`config.mk`:
```
export PLATFORM = sky130hd
export DESIGN_NAME = gb_bus_target
export DESIGN_NICKNAME = d
export VERILOG_FILES = /design/src/rtl/gb_bus_pkg.sv /design/src/rtl/gb_addr_decode.sv /design/src/rtl/gb_bus_target.sv
export SDC_FILE = /design/constraint.sdc
export NUM_CORES = 1
export LEC_CHECK = 0
export ABC_AREA = 1
export CORE_ASPECT_RATIO = 0.7
export CORE_MARGIN = 2
export CORE_UTILIZATION = 42
export DETAILED_ROUTE_END_ITERATION = 16
export GPL_TIMING_DRIVEN = 1
export PLACE_DENSITY = 0.8
export SLEW_MARGIN = 5
export SYNTH_ARGS = -nofsm -noshare
export SYNTH_HDL_FRONTEND = slang
export SYNTH_SLANG_ARGS = --single-unit
```
`constraint.sdc`:
```
create_clock -name clk -period 1.85 [get_ports clk]
set_clock_uncertainty 0.05 [all_clocks]
set_input_delay 0.4625 -clock clk [delete_from_list [all_inputs] [get_ports clk]]
set_output_delay 0.4625 -clock clk [all_outputs]
set_load 0.05 [all_outputs]
```
`src/rtl/gb_bus_pkg.sv`:
```
// rtl/gb_bus_pkg.sv - shared types and constants for the bus target
// Purpose: FSM state and address-region enums plus the default open-bus value.
// Ports: none (package).
package gb_bus_pkg;

    typedef enum logic [1:0] {
        IDLE,
        REQ,
        DONE
    } tgt_state_t;

    typedef enum logic [2:0] {
        RGN_ROM,
        RGN_RAM,
        RGN_IO,
        RGN_UNMAP,
        RGN_INTA
    } rgn_t;

    localparam logic [7:0] OPEN_BUS_DEFAULT = 8'hFF;

endpackage

```
`src/rtl/gb_addr_decode.sv`:
```
// rtl/gb_addr_decode.sv - combinational access region decoder
// Purpose: classify the current strobes/address into a region.
// Ports:
//   a       in  16  CPU address
//   mreq_n  in  1   memory request strobe
//   iorq_n  in  1   IO request strobe
//   m1_n    in  1   opcode-fetch / int-ack qualifier
//   rgn     out     decoded region (rgn_t)
import gb_bus_pkg::*;

module gb_addr_decode #(
    parameter logic [15:0] ROM_LAST = 16'h7FFF,
    parameter logic [15:0] UNMAP_LO = 16'hFEA0,
    parameter logic [15:0] UNMAP_HI = 16'hFEFF
) (
    input  logic [15:0] a,
    input  logic        mreq_n,
    input  logic        iorq_n,
    input  logic        m1_n,
    output rgn_t        rgn
);

    always_comb begin
        rgn = RGN_UNMAP;
        if (!iorq_n && !m1_n) begin
            rgn = RGN_INTA;
        end else if (!iorq_n) begin
            rgn = RGN_IO;
        end else if (!mreq_n) begin
            if (a <= ROM_LAST) begin
                rgn = RGN_ROM;
            end else if ((a >= UNMAP_LO) && (a <= UNMAP_HI)) begin
                rgn = RGN_UNMAP;
            end else begin
                rgn = RGN_RAM;
            end
        end
    end

endmodule

```
`src/rtl/gb_bus_target.sv`:
```
// rtl/gb_bus_target.sv - CPU bus slave with req/ack backend handshake and timeout
// Purpose: decode CPU strobes, stall via wait_n, run a req/ack handshake to the
//          memory backend, return read data / int vector / open-bus value.
// Ports:
//   clk, reset               clock and synchronous active-high reset
//   a, cpu_do                CPU address and write data
//   m1_n, mreq_n, iorq_n,
//   rd_n, wr_n               CPU strobes (active low)
//   wait_n                   0 stalls the CPU (combinational)
//   cpu_di                   registered read data to CPU
//   int_vec                  vector returned on interrupt acknowledge
//   mem_req, mem_we,
//   mem_addr, mem_wdata      backend request side
//   mem_rdata, mem_ack       backend response side
//   bus_err                  1-cycle pulse on backend timeout
import gb_bus_pkg::*;

module gb_bus_target #(
    parameter logic [15:0] ROM_LAST = 16'h7FFF,
    parameter logic [15:0] UNMAP_LO = 16'hFEA0,
    parameter logic [15:0] UNMAP_HI = 16'hFEFF,
    parameter int          TIMEOUT  = 16,
    parameter logic [7:0]  OPEN_BUS = OPEN_BUS_DEFAULT
) (
    input  logic        clk,
    input  logic        reset,
    input  logic [15:0] a,
    input  logic [7:0]  cpu_do,
    input  logic        m1_n,
    input  logic        mreq_n,
    input  logic        iorq_n,
    input  logic        rd_n,
    input  logic        wr_n,
    output logic        wait_n,
    output logic [7:0]  cpu_di,
    input  logic [7:0]  int_vec,
    output logic        mem_req,
    output logic        mem_we,
    output logic [15:0] mem_addr,
    output logic [7:0]  mem_wdata,
    input  logic [7:0]  mem_rdata,
    input  logic        mem_ack,
    output logic        bus_err
);

    localparam int              TW     = $clog2(TIMEOUT + 1);
    localparam logic [TW-1:0]   T_LAST = TW'(TIMEOUT - 1);
    localparam logic [TW-1:0]   T_MAX  = TW'(TIMEOUT);

    tgt_state_t     state, state_nxt;
    rgn_t           rgn;
    logic           act;
    logic [TW-1:0]  timer, timer_nxt;
    logic [7:0]     cpu_di_nxt;
    logic           mem_req_nxt, mem_we_nxt, bus_err_nxt;
    logic [15:0]    mem_addr_nxt;
    logic [7:0]     mem_wdata_nxt;

    gb_addr_decode #(
        .ROM_LAST (ROM_LAST),
        .UNMAP_LO (UNMAP_LO),
        .UNMAP_HI (UNMAP_HI)
    ) u_decode (
        .a      (a),
        .mreq_n (mreq_n),
        .iorq_n (iorq_n),
        .m1_n   (m1_n),
        .rgn    (rgn)
    );

    // Int-ack carries no rd/wr strobe, so it counts as an access on its own.
    assign act    = ((~mreq_n | ~iorq_n) & (~rd_n | ~wr_n)) | (~iorq_n & ~m1_n);
    assign wait_n = ~(act & (state != DONE));

    always_comb begin
        state_nxt     = state;
        timer_nxt     = timer;
        cpu_di_nxt    = cpu_di;
        mem_req_nxt   = mem_req;
        mem_we_nxt    = mem_we;
        mem_addr_nxt  = mem_addr;
        mem_wdata_nxt = mem_wdata;
        bus_err_nxt   = 1'b0;
        case (state)
            IDLE: begin
                if (act) begin
                    mem_addr_nxt  = a;
                    mem_wdata_nxt = cpu_do;
                    mem_we_nxt    = ~wr_n;
                    timer_nxt     = '0;
                    if (rgn == RGN_INTA) begin
                        cpu_di_nxt = int_vec;
                        state_nxt  = DONE;
                    end else if (!wr_n && ((rgn == RGN_ROM) || (rgn == RGN_UNMAP))) begin
                        state_nxt  = DONE;
                    end else if (rgn == RGN_UNMAP) begin
                        cpu_di_nxt = OPEN_BUS;
                        state_nxt  = DONE;
                    end else begin
                        mem_req_nxt = 1'b1;
                        state_nxt   = REQ;
                    end
                end
            end
            REQ: begin
                if (timer != T_MAX) begin
                    timer_nxt = timer + 1'b1;
                end
                // Ack beats a coincident timeout. If the CPU already let go of
                // the strobes there is nobody to wait for, so go straight home.
                if (mem_ack) begin
                    mem_req_nxt = 1'b0;
                    if (!mem_we) begin
                        cpu_di_nxt = mem_rdata;
                    end
                    state_nxt = act ? DONE : IDLE;
                end else if (timer == T_LAST) begin
                    mem_req_nxt = 1'b0;
                    cpu_di_nxt  = OPEN_BUS;
                    bus_err_nxt = 1'b1;
                    state_nxt   = act ? DONE : IDLE;
                end
            end
            DONE: begin
                if (!act) begin
                    state_nxt = IDLE;
                end
            end
            default: begin
                state_nxt = IDLE;
            end
        endcase
    end

    always_ff @(posedge clk) begin
        if (reset) begin
            state     <= IDLE;
            timer     <= '0;
            cpu_di    <= 8'hFF;
            mem_req   <= 1'b0;
            mem_we    <= 1'b0;
            mem_addr  <= 16'h0000;
            mem_wdata <= 8'h00;
            bus_err   <= 1'b0;
        end else begin
            state     <= state_nxt;
            timer     <= timer_nxt;
            cpu_di    <= cpu_di_nxt;
            mem_req   <= mem_req_nxt;
            mem_we    <= mem_we_nxt;
            mem_addr  <= mem_addr_nxt;
            mem_wdata <= mem_wdata_nxt;
            bus_err   <= bus_err_nxt;
        end
    end

endmodule

```
==> results of run 1 <==
[cells in the final DEF (no fill, tap or decap), types with 2 or more instances in the layout]
cell type,Yosys,layout
a21oi_1,9,9
dfxtp_1,42,40
a211oi_1,3,3
dlygate4sd2_1,0,4
nor2_2,3,4
buf_4,3,61
nand3_1,23,23
clkbuf_8,0,6
nand2_1,36,35
clkdlybuf4s50_1,0,42
ha_2,0,2
nand2_2,2,3
buf_12,0,3
dfxtp_2,0,2
buf_6,0,2
nor2_4,2,2
nor3_1,4,3
o21ai_2,1,3
o21ai_0,45,43
inv_1,18,17
nor2_1,56,55
inv_2,1,2
[where the power goes]
part	switching, mW	total (mW)	leakage (nW)	internal [mW]
registers	0.0794	1.13	0.348	1.05
logic	0.855	1.36	0.996	0.505
clock network	0.301	0.602	0.0482	0.301
[cell families (layout without fill, tap and decap cells)]
logic type,after synthesis,after routing,synth area share
buffers and inverters,31,140,0.0709
DFF,42,42,0.441
AOI/OAI and AO/OA,59,59,0.161
and+or+nand+nor,131,131,0.307
adders and majority gates,3,3,0.0197
[what timing repair did]
action	CTS	global route
setup endpoints to repair	6	9
hold buffers	0	0
resized for setup	7	12
buffers inserted	4	1
pin swaps	3	4
[final timing paths]
| path | end | depth (start not counted) |
|---|---|---|
| worst max register to register | cpu_di[0] | 11 |
| worst min-delay path | mem_req | 2 |
| worst min register to register | mem_req | 2 |
| worst max-delay path | wait_n | 6 |
[worst max-delay path, cell delays in order]
cell             delay [ns]
clkdlybuf4s15_1        0.22
nor2_2                 0.06
o21ai_2                0.16
inv_1                  0.08
o21ai_2                0.09
buf_12                 0.16
[flip-flops by register name (all words and copies together), names as in the netlist]
signal,flops
mem_addr,16
timer,5
cpu_di,8
mem_wdata,8
bus_err,1
mem_we,1
mem_req,1
state,2
[stage by stage]
step | TNS, ns | std cells | util | total power, mW
5_1_grt | -0.00257 | 430 | 0.697 | 3.26
3_5_place_dp | -5.63 | 417 | 0.661 | 2.49
2_1_floorplan | 0 | 266 | - | 1.98
3_3_place_gp | -4.07 | 417 | 0.661 | 2.46
6_report | 0 | 430 | 0.697 | 3.09
4_1_cts | 0 | 429 | 0.689 | 3.10
[metal layers]
layer | part of all wire | global-route usage
met4 | 0.0092 | 0.0771
met1 | 0.47 | 0.265
met3 | 0.062 | 0.0558
met2 | 0.46 | 0.369
met5 | 0 | 0
[layout make-up]
class	instances	area, um2
Timing Repair Buffer	113	1010
Sequential cell	42	843
Clock inverter	1	5.00
Clock buffer	7	86.3
Multi-Input combinational cell	193	952
Inverter	19	71.3
Tap cell	55	68.8
Fill cell	383	1320
==> flow_summary.yaml, run 1 <==
logic_synthesis:
  synth_seq_cells: 42
  yosys-top-cells-count: "nor2_1, o21ai_0, dfxtp_1"
  yosysTopAreaCellShare: 0.441
  ys_seq_area_frac: 0.441
  synth-main-ff-cell: "dfxtp_1"
  syn_area_um2: 1910
  yosysMostFrequentCell: "nor2_1"
  syn_avg_cell_area_um2: 7.16
  ys_warn_count: 0
  synth_area_leaders: "dfxtp_1, o21ai_0, nor2_1"
  synth_fp_nets: 317
  synth_top_area_cell: "dfxtp_1"
  syn_inst: 266
  synth-edff-count: 0
  async_reset_ff_frac: 0
  yosys.cell_types.count: 24
floorplanning:
  ios: 84
  start_util: 0.438
  dieWidth_um: 84.5
  die_h_um: 60.4
  dieArea_um2: 5100
  core_um2: 4350
  num_rows: 20
setup_path:
  r2r_setup_slack_ns: 0.14
  critPathLaunch: "iorq_n"
  worstSetupStartpointType: "primary input"
  reg2reg_from: "timer[0]"
  critPathKind: "in -> out"
  setup.worst_path.end_class: "output pin"
  cp_max_fo: 3
  cp.required_ns: 1.34
  cp_data_arrival_time_ns: 1.24
timing:
  slew_violations: 0
  layout_setup_ws_ns: 0.0995
  fmax_mhz: 571
  hold_viol_final: 0
  relSlewSlack: 0.747
  setup_viol: 0
  min_period_ns: 1.75
  period_share: 0.946
  tightest_slew_ns: 0.379
  whs_ns: 0.410
detailed_routing:
  dr.first_iter.drc_count: 84
  drtPass1Iterations: 4
  ant_nets: 0
  wl_per_cell_um: 12.2
  finalWirelength_mm: 5.24
  route.detailed.drc: 0
  vias_per_cell: 4.90
  vias: 2107
global_route:
  grt_pass1_wl_mm: 8.63
  overflow: 0
  grt_pass1_vias: 1978
  grt_use_total: 0.213
  grt_antenna_before_repair: 0
  grt_max_degree: 35
final_layout:
  syn2layout_area_growth_pct: 59.2
  diodes: 0
  design_area_um2: 3030
  drive_gt1_frac: 0.253
  fin_nets: 425
place:
  globalplace.congestion: 0.811
  pre_cts_ws_ns: -0.254
  place_hpwl_mm: 3.88
  dpl_cell_area_um2: 2880
  io_buffer_count: 83
pwr:
  ir_drop_mv: 0.679
  p_leak_nw: 1.39
  power_density_nw_per_um2: 1020
clocking:
  clk_pin_slew_ns: 0.07
  clkLatencyLatePin_ns: 0.29
  clock-sinks: 42
  htreeDepth: 2
  cts_buffer_depth: 2
  cts_buffers: 5
  clockRootBuffer: "clkbuf_8"
  cts_tree: "built"
flow_run:
  drv_cap: 0
worst_hold_path:
  min_from: "mem_req"
  hold_class: "reg -> reg"
outcome:
  outcome: "complete, no violations"
Power figures use the tool's default switching activity.
==> inputs of run 2 (changes only) <==
--- a/config.mk
+++ b/config.mk
@@ -12,6 +12,7 @@
 export DETAILED_ROUTE_END_ITERATION = 16
 export GPL_TIMING_DRIVEN = 1
 export PLACE_DENSITY = 0.8
+export SETUP_SLACK_MARGIN = 0.2
 export SLEW_MARGIN = 5
 export SYNTH_ARGS = -nofsm -noshare
 export SYNTH_HDL_FRONTEND = slang
==> run 2 against run 1 <==
Power grew 1.6%; routed wire length is 4.5% higher; critical path depth is 5 higher; sequential cell count stayed put; non-clock buffer count is the same; via count is 1.3% higher.
==> flow_summary.yaml, run 2 (synthesized netlist as in run 1, its figures left out) <==
setup_path:
  cpLargestDelayFamily: "simple AND/OR/NAND/NOR gates"
  reg2reg_from: "timer[0]"
  critPathLaunch: "timer[0]"
  slowest_delay_ns: 0.33
  worstSetupStartpointType: "register"
  cp_data_arrival_time_ns: 1.81
  path_cells: "ha_1 > inv_2 > nor3_4 > ha_2 > nand2_2 > o21ai_2 > nor2_2 > nor2_4 > nand2_4 > nand2_1 > nand3_1"
  cp.required_ns: 1.98
  critPathBufInv: 1
  cpMaxStageDelayCell: "dfxtp_2"
  critPathKind: "reg -> reg"
  setup.worst_path.end_class: "register"
  cp_max_fo: 8
final_layout:
  final_common_cell: "buf_4"
  top_register: "mem_addr"
  drive_gt1_frac: 0.317
  diodes: 0
  largest_reg_flops: 16
  final_cell_mix: "buf_4, nor2_1, o21ai_0"
  top_regs: "mem_addr: 16 flops, cpu_di: 8 flops, mem_wdata: 8 flops"
  final_util: 0.711
  fin_nets: 425
  syn2layout_area_growth_pct: 62.6
  final_cells: 430
timing:
  period_share: 0.908
  setup_tns_ns: 0
  hold_viol_final: 0
  fmax_mhz: 595
  tightest_slew_ns: 0.322
  relSlewSlack: 0.785
  whs_ns: 0.392
  setup_viol: 0
  slew_violations: 0
  rsz0062_at_grt: "yes"
  min_period_ns: 1.68
pwr:
  ir_drop_mv: 0.799
  p_leak_nw: 1.44
  power_density_nw_per_um2: 1010
clocking:
  clkLatencyLatePin_ns: 0.29
  cts_buffer_depth: 2
  clock-sinks: 42
  htreeDepth: 2
  clk_pin_slew_ns: 0.08
  cts_tree: "built"
  cts_buffers: 5
  clockRootBuffer: "clkbuf_8"
flow_run:
  drv_cap: 0
global_route:
  grt_pass1_wl_mm: 8.58
  grt_max_degree: 35
  grt_antenna_before_repair: 0
  grt_use_total: 0.210
  overflow: 0
  grt_pass1_vias: 1960
floorplanning:
  num_rows: 20
  dieArea_um2: 5100
  ios: 84
  core_um2: 4350
  dieWidth_um: 84.5
  start_util: 0.438
  die_h_um: 60.4
worst_hold_path:
  min_from: "a[10]"
  hold_class: "in -> reg"
place:
  globalplace.congestion: 0.775
  place_hpwl_mm: 3.76
  dpl.cell_count: 411
  io_buffer_count: 83
detailed_routing:
  route.detailed.drc: 0
  finalWirelength_mm: 5.47
  vias_per_cell: 4.96
  dr.first_iter.drc_count: 137
  ant_nets: 0
  wl_per_cell_um: 12.7
  drtPass1Iterations: 4
  vias: 2134
outcome:
  outcome: "complete, no violations"
-- run 2: cell count changes in the layout (fill, tap and decap cells not counted), moves of 4 or more --
cell,before,now
nand2_1,35,28
buf_2,0,4
nand2_2,3,10
dlygate4sd2_1,4,0
nor2_1,55,51
-- run 2: area by class of cell --
type | instances | area (um2)
clock buffers | 7 | 86.3
clock inverters | 1 | 5.00
fillers | 354 | 1260
inverters | 19 | 75.1
multi-input cells | 193 | 1010
flip-flops and latches | 42 | 846
well taps | 55 | 68.8
repair buffers | 113 | 1000
-- run 2: repair_timing --
item,CTS,global route
setup endpoints to repair,10,11
pin swaps,6,14
resized for setup,28,27
setup buffers,6,5
hold buffers,0,0
-- run 2: power breakdown --
| group | internal, mW | leakage (nW) | switching [mW] |
|---|---|---|---|
| Clock | 0.301 | 0.0482 | 0.301 |
| Combinational | 0.527 | 1.04 | 0.887 |
| Sequential | 1.05 | 0.349 | 0.0762 |
-- run 2: final timing paths --
kind / end / slack, ns / cells after the start
max: cpu_di[3] / 0.17 / 11
min reg2reg: mem_req / 0.41 / 2
max reg2reg: cpu_di[3] / 0.17 / 11
min: mem_addr[10] / 0.39 / 3
-- run 2: metal layers --
metal  share of wire  routed length, um  GRT usage  vias to the layer above
met5               0                  0          0                        -
met4          0.0088                 48     0.0590                        0
met3           0.067                367     0.0490                        5
met2            0.47               2560      0.364                       55
met1            0.46               2500      0.268                      991
li1                -                  -          -                     1083
-- run 2: tightest hold or removal path: cells and delay by family --
kind | cells | cell delay [ns]
buf+inv | 1 | 0.10
simple gates | 2 | 0.13
-- run 2: through the flow --
step	setup WS, ns	total power [mW]	area [um2]
floorplan	0.224	1.98	1910
global placement	-0.300	2.44	2840
detailed placement	-0.303	2.45	2840
CTS	0.207	3.11	2990
global route	0.0236	3.31	3100
finish	0.170	3.14	3100
==> inputs of run 3 (changes only) <==
--- a/config.mk
+++ b/config.mk
@@ -6,8 +6,8 @@
 export NUM_CORES = 1
 export LEC_CHECK = 0
 export ABC_AREA = 1
-export CORE_ASPECT_RATIO = 0.7
-export CORE_MARGIN = 2
+export CORE_ASPECT_RATIO = 0.75
+export CORE_MARGIN = 4
 export CORE_UTILIZATION = 42
 export DETAILED_ROUTE_END_ITERATION = 16
 export GPL_TIMING_DRIVEN = 1
==> run 3 against run 2 <==
Routed wire length grew 15%; sequential share of layout area shrank 1.6 points; non-clock buffer count is 5 higher; register-to-register slack better by 0.03 ns; power rose by 11%; worst setup slack gained 0.030 ns; worst hold slack worse by 0.0066 ns; largest cell class unchanged; largest power group unchanged.
==> flow_summary.yaml, run 3 (synthesized netlist as in run 1, its figures left out) <==
outcome:
  outcome: "complete, no violations"
final_layout:
  final_cell_mix: "buf_4, nor2_1, o21ai_0"
  top_regs: "mem_addr: 16 flops, cpu_di: 8 flops, mem_wdata: 8 flops"
  diodes: 0
  final_common_cell: "buf_4"
  final_util: 0.780
  largest_reg_flops: 16
  fin_nets: 431
  syn2layout_area_growth_pct: 72.2
  top_register: "mem_addr"
  drive_gt1_frac: 0.360
timing:
  whs_ns: 0.386
  relSlewSlack: 0.755
  slew_violations: 0
  period_share: 0.892
  hold_viol_final: 0
  fmax_mhz: 606
  setup_tns_ns: 0
  tightest_slew_ns: 0.366
  setup_viol: 0
  rsz0062_at_grt: "yes"
  min_period_ns: 1.65
setup_path:
  cp_max_fo: 8
  setup.worst_path.end_class: "register"
  cp.required_ns: 1.99
  r2r-end: "cpu_di[3]"
  critPathLaunch: "timer[0]"
  reg2reg_from: "timer[0]"
  endpoint: "cpu_di[3]"
  r2r_cells: 11
  r2r_setup_slack_ns: 0.20
  cp_data_arrival_time_ns: 1.79
  critPathKind: "reg -> reg"
  worstSetupStartpointType: "register"
floorplanning:
  core_um2: 4200
  dieArea_um2: 5690
  ios: 84
  start_util: 0.453
  num_rows: 20
  die_h_um: 66.3
  dieWidth_um: 85.8
detailed_routing:
  drtPass1Iterations: 4
  vias: 2171
  route.detailed.drc: 0
  vias_per_cell: 4.98
  wl_per_cell_um: 14.4
  finalWirelength_mm: 6.29
  ant_nets: 0
  dr.first_iter.drc_count: 101
global_route:
  grt_use_total: 0.207
  grt_antenna_before_repair: 0
  overflow: 0
  grt_pass1_vias: 2009
  grt_max_degree: 23
  grt_pass1_wl_mm: 9.35
pwr:
  sw_frac_of_total: 0.383
  ir_drop_mv: 0.708
  p_comb_frac: 0.419
  p_int_mw: 2.15
  power_switching_mw: 1.33
  p_leak_nw: 1.56
  clkPwrFrac: 0.255
  p_seq_frac: 0.327
  power_density_nw_per_um2: 1060
flow_run:
  drv_cap: 0
clocking:
  clock-sinks: 42
  clk_pin_slew_ns: 0.08
  htreeDepth: 2
  cts_tree: "built"
  clkLatencyLatePin_ns: 0.30
  hold_buffers: 0
  cts_buffer_depth: 2
  clockRootBuffer: "clkbuf_8"
  cts_buffers: 5
place:
  globalplace.congestion: 0.762
  place_hpwl_mm: 4.18
  io_buffer_count: 83
worst_hold_path:
  hold_class: "in -> reg"
  min_from: "a[12]"
## run 3: power groups by stage
stage	registers, mW	clock network, mW	logic [mW]
after detailed placement	1.14	0	1.35
after global placement	1.14	0	1.32
after CTS	1.12	0.904	1.38
after floorplan	1.55	0	0.429
final	1.14	0.889	1.46
after global routing	1.15	0.948	1.56
## run 3: routing by layer
layer / track usage / routed length, um
met4: 0.0810 / 95
met2: 0.359 / 3050
met3: 0.0461 / 392
met5: 0 / 0
met1: 0.250 / 2750
## run 3: layout make-up
cell class                 count  area, um2
timing repair buffer         118       1060
inverter                      19       77.6
clock inverter                 2       60.1
multi-input combinational    193       1080
clock buffer                   6       82.6
timing repair inverter         1       5.00
tap                           55       68.8
fill                         290        923
sequential                    42        845
## run 3: stage by stage
stage / std cells / area [um2] / power, mW / setup WS [ns]
after CTS: 427 / 3070 / 3.41 / 0.178
after global routing: 436 / 3280 / 3.66 / 0.0979
after global placement: 416 / 2870 / 2.46 / -0.222
after detailed placement: 416 / 2870 / 2.49 / -0.273
after floorplan: 266 / 1910 / 1.98 / 0.224
final: 436 / 3280 / 3.49 / 0.200
## run 3: how the worst min path moves through the flow
stage / to / slack [ns] / depth (start not counted)
final: mem_addr[12] / 0.39 / 3
after global routing: mem_addr[12] / 0.40 / 3
after CTS: mem_we / 0.41 / 3
after detailed placement: mem_req / 0.40 / 2
after global placement: mem_req / 0.39 / 2
after floorplan: timer[4] / 0.41 / 2
## run 3: critical path, cell delays in order, from the launching register on
cell     delay (ns)
dfxtp_2        0.36
ha_4           0.14
inv_4          0.03
nor3_4         0.10
ha_2           0.20
nand2_2        0.06
o21ai_1        0.07
nor2_1         0.08
nor2_4         0.16
nand2_4        0.13
nand2_2        0.10
nand3_2        0.06
## run 3: timing repair
| action | 4_1_cts | 5_1_grt |
|---|---|---|
| setup buffers | 3 | 8 |
| cloned | 0 | 1 |
| endpoints found under the hold margin | 0 | 0 |
| resized for setup | 30 | 50 |
| endpoints found under the setup margin | 39 | 14 |
| pin swaps | 8 | 15 |
